<file path="config.mk">
export PLATFORM = sky130hd
export DESIGN_NAME = pkt_tx_framer
export DESIGN_NICKNAME = d
export VERILOG_FILES = /design/src/rtl/pkt_bus_pkg.sv /design/src/rtl/pkt_fifo.sv /design/src/rtl/pkt_tx_framer.sv
export SDC_FILE = /design/constraint.sdc
export NUM_CORES = 1
export LEC_CHECK = 0
export CORE_UTILIZATION = 40
export CTS_CLUSTER_DIAMETER = 30
export DETAILED_ROUTE_END_ITERATION = 7
export GPL_ROUTABILITY_DRIVEN = 0
export PLACE_DENSITY = 0.54
export SETUP_SLACK_MARGIN = 0.5
export SKIP_CTS_REPAIR_TIMING = 1
export SYNTH_ARGS = -nofsm -noshare
export SYNTH_HDL_FRONTEND = slang
export SYNTH_SLANG_ARGS = --single-unit
</file>
<file path="constraint.sdc">
create_clock -name clk -period 6.6 [get_ports clk]
set_input_delay 1.65 -clock clk [delete_from_list [all_inputs] [get_ports clk]]
set_output_delay 1.65 -clock clk [all_outputs]
set_load 0.05 [all_outputs]
</file>
<file path="src/rtl/pkt_bus_pkg.sv">
// Shared packet-bus definitions: framer state encoding and default control codes
// used by both the transmit framer and receiver-side blocks.
package pkt_bus_pkg;

    typedef enum logic [1:0] {
        ST_IDLE    = 2'd0,
        ST_HDR     = 2'd1,
        ST_PAYLOAD = 2'd2,
        ST_TRAILER = 2'd3
    } tx_state_e;

    localparam logic [7:0] HDR_CTRL_DEFAULT = 8'hFF;
    localparam logic [7:0] EOP_CTRL_DEFAULT = 8'h01;
    localparam logic [7:0] PAYLOAD_CTRL     = 8'h00;

    // Trailer word carries the payload length in its low byte
    function automatic logic [63:0] trailer_word(input logic [7:0] len);
        return {56'd0, len};
    endfunction

endpackage

</file>
<file path="src/rtl/pkt_fifo.sv">
// Single-clock payload FIFO with show-ahead read data and an occupancy count.
// A write while full is accepted only when a read frees a slot on the same edge.
module pkt_fifo #(
    parameter int DEPTH = 16,
    parameter int WIDTH = 64
) (
    input  logic                     clk,
    input  logic                     rst_n,
    input  logic                     wr_en,
    input  logic [WIDTH-1:0]         wr_data,
    input  logic                     rd_en,
    output logic [WIDTH-1:0]         rd_data,
    output logic [$clog2(DEPTH):0]   count,
    output logic                     full,
    output logic                     empty
);

    localparam int AW = $clog2(DEPTH);
    localparam int CW = AW + 1;

    logic [AW-1:0]    wr_ptr_q, wr_ptr_d;
    logic [AW-1:0]    rd_ptr_q, rd_ptr_d;
    logic [CW-1:0]    count_q, count_d;
    logic [WIDTH-1:0] mem_q [DEPTH];
    logic             wr_accept_s;
    logic             rd_accept_s;
    logic             full_s;
    logic             empty_s;

    assign full_s      = (count_q == CW'(DEPTH));
    assign empty_s     = (count_q == {CW{1'b0}});
    assign rd_accept_s = rd_en && !empty_s;
    assign wr_accept_s = wr_en && (!full_s || rd_accept_s);

    // Pointer and occupancy next-state; pointers wrap naturally at DEPTH
    always_comb begin
        wr_ptr_d = wr_ptr_q;
        rd_ptr_d = rd_ptr_q;
        count_d  = count_q;
        if (wr_accept_s) begin
            wr_ptr_d = wr_ptr_q + AW'(1);
        end else begin
            wr_ptr_d = wr_ptr_q;
        end
        if (rd_accept_s) begin
            rd_ptr_d = rd_ptr_q + AW'(1);
        end else begin
            rd_ptr_d = rd_ptr_q;
        end
        case ({wr_accept_s, rd_accept_s})
            2'b10:   count_d = count_q + CW'(1);
            2'b01:   count_d = count_q - CW'(1);
            default: count_d = count_q;
        endcase
    end

    // Pointer and occupancy registers
    always_ff @(posedge clk or negedge rst_n) begin
        if (!rst_n) begin
            wr_ptr_q <= {AW{1'b0}};
            rd_ptr_q <= {AW{1'b0}};
            count_q  <= {CW{1'b0}};
        end else begin
            wr_ptr_q <= wr_ptr_d;
            rd_ptr_q <= rd_ptr_d;
            count_q  <= count_d;
        end
    end

    // Storage array; contents are don't-care until written, so no reset
    always_ff @(posedge clk) begin
        if (wr_accept_s) begin
            mem_q[wr_ptr_q] <= wr_data;
        end
    end

    assign rd_data = mem_q[rd_ptr_q];
    assign count   = count_q;
    assign full    = full_s;
    assign empty   = empty_s;

endmodule

</file>
<file path="src/rtl/pkt_tx_framer.sv">
// Packet transmit framer: wraps queued payload words with a header word and a
// length-carrying trailer word, pacing every emitted word by out_rdy.
module pkt_tx_framer
    import pkt_bus_pkg::*;
#(
    parameter int         FIFO_DEPTH = 16,
    parameter logic [7:0] HDR_CTRL   = HDR_CTRL_DEFAULT,
    parameter logic [7:0] EOP_CTRL   = EOP_CTRL_DEFAULT
) (
    input  logic        clk,
    input  logic        reset,
    input  logic [63:0] pl_data,
    input  logic        pl_wr,
    output logic        pl_full,
    input  logic [63:0] hdr_data,
    input  logic        send,
    output logic        busy,
    output logic [63:0] out_data,
    output logic [7:0]  out_ctrl,
    output logic        out_wr,
    input  logic        out_rdy,
    output logic [31:0] pkts_sent
);

    localparam int CNT_W = $clog2(FIFO_DEPTH) + 1;

    tx_state_e          state_q, state_d;
    logic [63:0]        hdr_q, hdr_d;
    logic [CNT_W-1:0]   len_q, len_d;
    logic [CNT_W-1:0]   rem_q, rem_d;
    logic [63:0]        out_data_q, out_data_d;
    logic [7:0]         out_ctrl_q, out_ctrl_d;
    logic               out_wr_q, out_wr_d;
    logic [31:0]        pkts_q, pkts_d;

    logic               pop_s;
    logic [63:0]        fifo_rd_data_s;
    logic [CNT_W-1:0]   fifo_count_s;
    logic               fifo_full_s;
    logic               fifo_empty_s;

    pkt_fifo #(
        .DEPTH (FIFO_DEPTH),
        .WIDTH (64)
    ) u_fifo (
        .clk     (clk),
        .rst_n   (reset),
        .wr_en   (pl_wr),
        .wr_data (pl_data),
        .rd_en   (pop_s),
        .rd_data (fifo_rd_data_s),
        .count   (fifo_count_s),
        .full    (fifo_full_s),
        .empty   (fifo_empty_s)
    );

    // Framing FSM: next state, bus word and FIFO pop; idle bus drives zeros
    always_comb begin
        state_d    = state_q;
        hdr_d      = hdr_q;
        len_d      = len_q;
        rem_d      = rem_q;
        out_data_d = 64'd0;
        out_ctrl_d = 8'h00;
        out_wr_d   = 1'b0;
        pkts_d     = pkts_q;
        pop_s      = 1'b0;
        case (state_q)
            ST_IDLE: begin
                // len snapshots the count now; later writes wait for the next packet
                if (send && !fifo_empty_s) begin
                    hdr_d   = hdr_data;
                    len_d   = fifo_count_s;
                    rem_d   = fifo_count_s;
                    state_d = ST_HDR;
                end else begin
                    state_d = ST_IDLE;
                end
            end
            ST_HDR: begin
                if (out_rdy) begin
                    out_data_d = hdr_q;
                    out_ctrl_d = HDR_CTRL;
                    out_wr_d   = 1'b1;
                    state_d    = ST_PAYLOAD;
                end else begin
                    state_d    = ST_HDR;
                end
            end
            ST_PAYLOAD: begin
                if (out_rdy) begin
                    out_data_d = fifo_rd_data_s;
                    out_ctrl_d = PAYLOAD_CTRL;
                    out_wr_d   = 1'b1;
                    pop_s      = 1'b1;
                    rem_d      = rem_q - CNT_W'(1);
                    if (rem_q == CNT_W'(1)) begin
                        state_d = ST_TRAILER;
                    end else begin
                        state_d = ST_PAYLOAD;
                    end
                end else begin
                    state_d = ST_PAYLOAD;
                end
            end
            ST_TRAILER: begin
                if (out_rdy) begin
                    out_data_d = trailer_word(8'(len_q));
                    out_ctrl_d = EOP_CTRL;
                    out_wr_d   = 1'b1;
                    pkts_d     = pkts_q + 32'd1;
                    state_d    = ST_IDLE;
                end else begin
                    state_d    = ST_TRAILER;
                end
            end
            default: begin
                state_d = ST_IDLE;
            end
        endcase
    end

    // Framing state and registered bus outputs
    always_ff @(posedge clk or negedge reset) begin
        if (!reset) begin
            state_q    <= ST_IDLE;
            hdr_q      <= 64'd0;
            len_q      <= {CNT_W{1'b0}};
            rem_q      <= {CNT_W{1'b0}};
            out_data_q <= 64'd0;
            out_ctrl_q <= 8'h00;
            out_wr_q   <= 1'b0;
            pkts_q     <= 32'd0;
        end else begin
            state_q    <= state_d;
            hdr_q      <= hdr_d;
            len_q      <= len_d;
            rem_q      <= rem_d;
            out_data_q <= out_data_d;
            out_ctrl_q <= out_ctrl_d;
            out_wr_q   <= out_wr_d;
            pkts_q     <= pkts_d;
        end
    end

    assign busy      = (state_q != ST_IDLE);
    assign pl_full   = fifo_full_s;
    assign out_data  = out_data_q;
    assign out_ctrl  = out_ctrl_q;
    assign out_wr    = out_wr_q;
    assign pkts_sent = pkts_q;

endmodule

</file>
Yosys cells after proc, flatten, opt, wreduce, memory -nomap -nowiden. Memory sizes are Yosys's and may differ from the RTL's. Cells that the tools add are included.

Add/subtract/negate cells: 6. Reduce and logical (&&, ||, !) cells: 15. Equality and inequality tests: 9. Mux-type cells: 22.

Operator list (count): $pmux W64 S3 (1); $mux W64 (2); $add A32 B1 Y32 const B (1); $pmux W5 S2 (2); $pmux W8 S2 (1); $mux W5 (3); $sub A5 B1 Y5 const B (2); $add A4 B1 Y4 const B (2); $mux W1 (8); $mux W8 (1); $pmux W2 S4 (1); $eq A2 B2 Y1 const B (3); $mux W2 (3); $reduce_bool A2 Y1 (3); $add A5 B1 Y5 const B (1); $eq A5 B1 Y1 const B (1); $eq A5 B5 Y1 const B (1); $logic_not A5 Y1 (1); $eq A2 B1 Y1 const B (2); $ne A2 B2 Y1 const B (2); $reduce_and A2 Y1 (2); $logic_and A1 B1 Y1 (3); $reduce_and A3 Y1 (1); $reduce_or A3 Y1 (1); 3 further kinds (4).

Register bits after elaboration: 194. Logic and storage cells: 64. RAM bits: 1024. Memories: 1.

Memory list: u_fifo.mem_q (depth 16, width 64, rd ports 1, clocked after memory_dff 0, write ports 1, RTL line pkt_fifo.sv:24) `logic [WIDTH-1:0] mem_q [DEPTH];`.

Depth between registers and ports, before layout.
Depth after elaboration: 7. Mapped depth: 11.

Cells and area by module. From an unflattened synthesis, not the netlist that was laid out.

Cells, all modules: 2162. Area, all modules: 46026.6 um^2.

By module, submodules not included: pkt_fifo (area each 39138.8 um^2, seq. area each 31074.8 um^2, cells each 1664, times used 1); pkt_tx_framer (area each 6887.9 um^2, seq. area each 4379.2 um^2, cells each 498, times used 1).

Worst setup path before layout. OpenSTA, ideal clock, no wires.

Kind: in2reg. From: in pl_wr. To: mem u_fifo.mem_q[4][0] (enable). Arrival time: 4.012 ns. Path buffers: 1. Path slack: 2.159 ns. Stages: 6. Required time: 6.171 ns. Setup time: 0.429 ns. Cell sequence: buf_2 inv_1 a31oi_1 nand2_1 nor2_1 and2_1.

Word-level cells in the longest chain between the ends: 3.

Ends and longest elaborated chain: start: declaration (RTL line pkt_tx_framer.sv:13) `input logic pl_wr,`; $logic_and A1 B1 Y1 (RTL line pkt_fifo.sv:33) `assign wr_accept_s = wr_en && (!full_s || rd_accept_s);`; $mux W1 (RTL line pkt_fifo.sv:72) `if (wr_accept_s) begin`; $mux W1 (implied by the code) (RTL line pkt_fifo.sv:73) `mem_q[wr_ptr_q] <= wr_data;`; end: declaration (RTL line pkt_fifo.sv:24).

Every way passes these cells.

Worst setup path in the final report.
From: reg u_fifo.count_q[0], in the netlist u_fifo.count[0]. To: out pl_full.

Word-level cells in the longest chain between the ends: 1.

Ends and longest elaborated chain: start: declaration (RTL line pkt_fifo.sv:23) `logic [CW-1:0] count_q, count_d;`; start signal: assignment (RTL line pkt_fifo.sv:62) `count_q <= {CW{1'b0}};`; start signal: assignment (RTL line pkt_fifo.sv:66) `count_q <= count_d;`; $eq A5 B5 Y1 (RTL line pkt_fifo.sv:30) `assign full_s = (count_q == CW'(DEPTH));`; end: declaration (RTL line pkt_tx_framer.sv:14) `output logic pl_full,`.

Every way passes these cells.

==> flow_summary.json <==
{
  "hold_path.class": "reg2reg",
  "firstDrtPassIters": 8,
  "dp_hpwl_mm": 64.4,
  "cts.sinks": 1212,
  "grtUsageMet3_pct": 4.25,
  "synth-edff-count": 1024,
  "synth_top_cell_area_share_pct": 66.8,
  "die_x_um": 341,
  "mostFrequentLayoutCells": "edfxtp_1, clkbuf_16, clkdlybuf4s50_1",
  "ir_worst_vdd_v": 0.000332,
  "period_share_pct": 69.6,
  "clkTransAtPathRegs_ns": 0.04,
  "fp-row-count": 124,
  "r2r-start": "state_q[1]",
  "path_delay_family": "buffers and inverters",
  "critPathCaptureType": "output pin",
  "yosysWarnings": 0,
  "whs_endpoint": "pkts_sent[31]",
  "final_common_cell": "edfxtp_1",
  "ys_types": 52,
  "ys_seq_elements": 1212,
  "viasPerCell": 5.34,
  "start_util_pct": 40.3,
  "crit_type": "reg2out",
  "async_flop_share_pct": 15.5,
  "required_ns": 4.95,
  "clock.fmax_mhz": 218,
  "wl_per_cell_um": 25.9,
  "cts_tree": "built",
  "instances_no_fill": 4339,
  "max_stage_delay_ns": 0.80,
  "finalWirelength_mm": 112,
  "critPathArrivalTime_ns": 2.94,
  "nets": 2776,
  "grt_start_max_net_pins": 128,
  "use_met1_pct": 26.2,
  "antenna_found_initial": 2,
  "cts_buffers": 276,
  "status": "finished with violations",
  "power.leakage_nw": 20.4,
  "slowest_stage": "clkdlybuf4s50_1",
  "die_y_um": 341,
  "fp.coreArea_mm2": 0.114,
  "worstSetupStartpointType": "flop",
  "finalSetupTns_ns": 0,
  "reg2reg_depth": 8,
  "synthTopCellsByArea": "edfxtp_1, mux4_2, dfrtp_1",
  "n_antenna_cell": 0,
  "synthFlopType": "edfxtp_1",
  "ys_seq_area_share_pct": 77.0,
  "cp.buffers_inverters": 2,
  "ios": 240,
  "grtUsageTotal_pct": 19.6,
  "syn_inst": 2180,
  "syn2layout_area_growth_pct": 28.4,
  "die-area_mm2": 0.116,
  "cp_cell_sequence": "nor4_1 -> nand2_1 -> inv_1 -> clkdlybuf4s50_1",
  "violations": "DRC",
  "cts-root-buf": "clkbuf_16",
  "busiest_layer": "met2",
  "grt_overflow": 0,
  "setup_violations": 0,
  "grt_pass1_vias": 25100,
  "synth_area_mm2": 0.0460,
  "reg2reg_slack_ns": 3.02,
  "finalCriticalPeriod_ns": 4.59,
  "pwr_density_cell_mw_per_mm2": 495,
  "drive_above_1_share_pct": 26.8,
  "ant_nets": 0,
  "maxCapViolations": 0,
  "hold_depth": 1,
  "slew_violations": 0,
  "syn_nets": 2325,
  "port_buffers": 239,
  "grt_use_met2_pct": 32.0,
  "placedCellCount": 3865,
  "netlist.top_cell.by_area": "edfxtp_1",
  "min_from": "pkts_sent[31]",
  "h-tree-depth": 5,
  "cp-startpoint": "u_fifo.count[0]",
  "clk_latency_ns": 0.85,
  "path_max_fanout": 6,
  "drtIter0Drc": 1627,
  "drc_errors": 1,
  "worst_pin_slew_ns": 1.28,
  "grt_pass1_wl_mm": 167,
  "avgSynthCellArea_um2": 21.1,
  "hold_viol": 0,
  "clockBufferDepth": 4,
  "grt_setup_unrepaired": "false",
  "r2r_end": "out_data[41]",
  "fin_skew_ns": 0.0584,
  "vias": 23200,
  "slew_headroom_pct": 14.7
}
[final cells by class]
type / instances / area, µm²
Fill cell: 9038 / 55100
Clock inverter: 163 / 1750
Timing Repair Buffer: 284 / 2810
Sequential cell: 1212 / 35500
Multi-Input combinational cell: 843 / 10100
Clock buffer: 311 / 7090
Inverter: 14 / 53.8
Tap cell: 1512 / 1890
[registers in the layout, summed over array words and instances (netlist names)]
signal and flops:
out_wr 1, u_fifo.mem_q 1024, state_q 2, out_ctrl 2, u_fifo.count 5, hdr_q 64
u_fifo.rd_ptr_q 4, u_fifo.wr_ptr_q 4, rem_q 5, len_q 5, out_data 64, pkts_sent 32
[synthesized netlist by cell type, drive strengths merged (5+ instances only)]
master  instances
a221oi          5
a22oi          49
xor2            7
edfxtp       1024
nand2          80
xnor2          34
nand3          12
o22ai          13
ha             11
clkbuf         41
o211ai         51
o21ai          25
inv            14
a22o           10
dfrtp         188
mux2i          91
mux4          236
buf            70
mux2           91
nor2           29
and3           14
and2           15
nand4           7
a21oi          17
nor3           13
[routing by layer]
metal | share of wire (%) | vias to the layer above | wire length [µm]
met2 | 50 | 662 | 55900
li1 | - | 9942 | -
met4 | 2.1 | 2 | 2330
met3 | 5.0 | 195 | 5630
met1 | 43 | 12400 | 48500
met5 | 0.012 | - | 13
[report_power, final]
group	total [W]	internal, W	switching, W
Sequential	0.0102	0.00948	0.000740
Combinational	0.00615	0.00263	0.00352
Clock	0.0129	0.00880	0.00409
[stage by stage]
stage	area (µm²)	power (W)	utilization (%)	setup slack [ns]	hold slack [ns]
finish	59100	0.0293	51.8	2.01	0.471
global route	59100	0.0304	51.8	1.85	0.486
CTS	59100	0.0297	51.8	1.94	0.481
detailed placement	50300	0.0166	44.0	1.54	0.472
global placement	50300	0.0166	44.0	1.63	0.467
floorplan	46000	0.0144	-	2.16	0.455
[worst reg2reg max path: stages, from the launching register on]
cell      delay, ns
dfrtp_1        0.58
buf_4          0.30
and3b_1        0.46
nand2b_2       0.45
buf_4          0.40
nor2_4         0.38
buf_4          0.52
a22oi_1        0.26
o211ai_1       0.14
[kinds of logic after synthesis]
| group | count (synthesis) | synth area share (%) |
|---|---|---|
| and+or+nand+nor | 195 | 2.05 |
| adders and majority gates | 12 | 0.342 |
| buffers and inverters | 125 | 1.33 |
| muxes | 418 | 15.7 |
| xor gates and xnor gates | 41 | 0.780 |
| AOI/OAI and AO/OA | 177 | 2.75 |
| DFF | 1212 | 77.0 |
[worst max-delay path by stage]
| stage | slack, ns | end | depth (start not counted) |
|---|---|---|---|
| floorplan | 2.16 | u_fifo.mem_q[4][0] | 6 |
| global placement | 1.63 | out_data[23] | 8 |
| detailed placement | 1.54 | u_fifo.mem_q[6][63] | 7 |
| CTS | 1.94 | pl_full | 4 |
| global route | 1.85 | pl_full | 4 |
| finish | 2.01 | pl_full | 4 |
(Power assumes the default switching activity.)
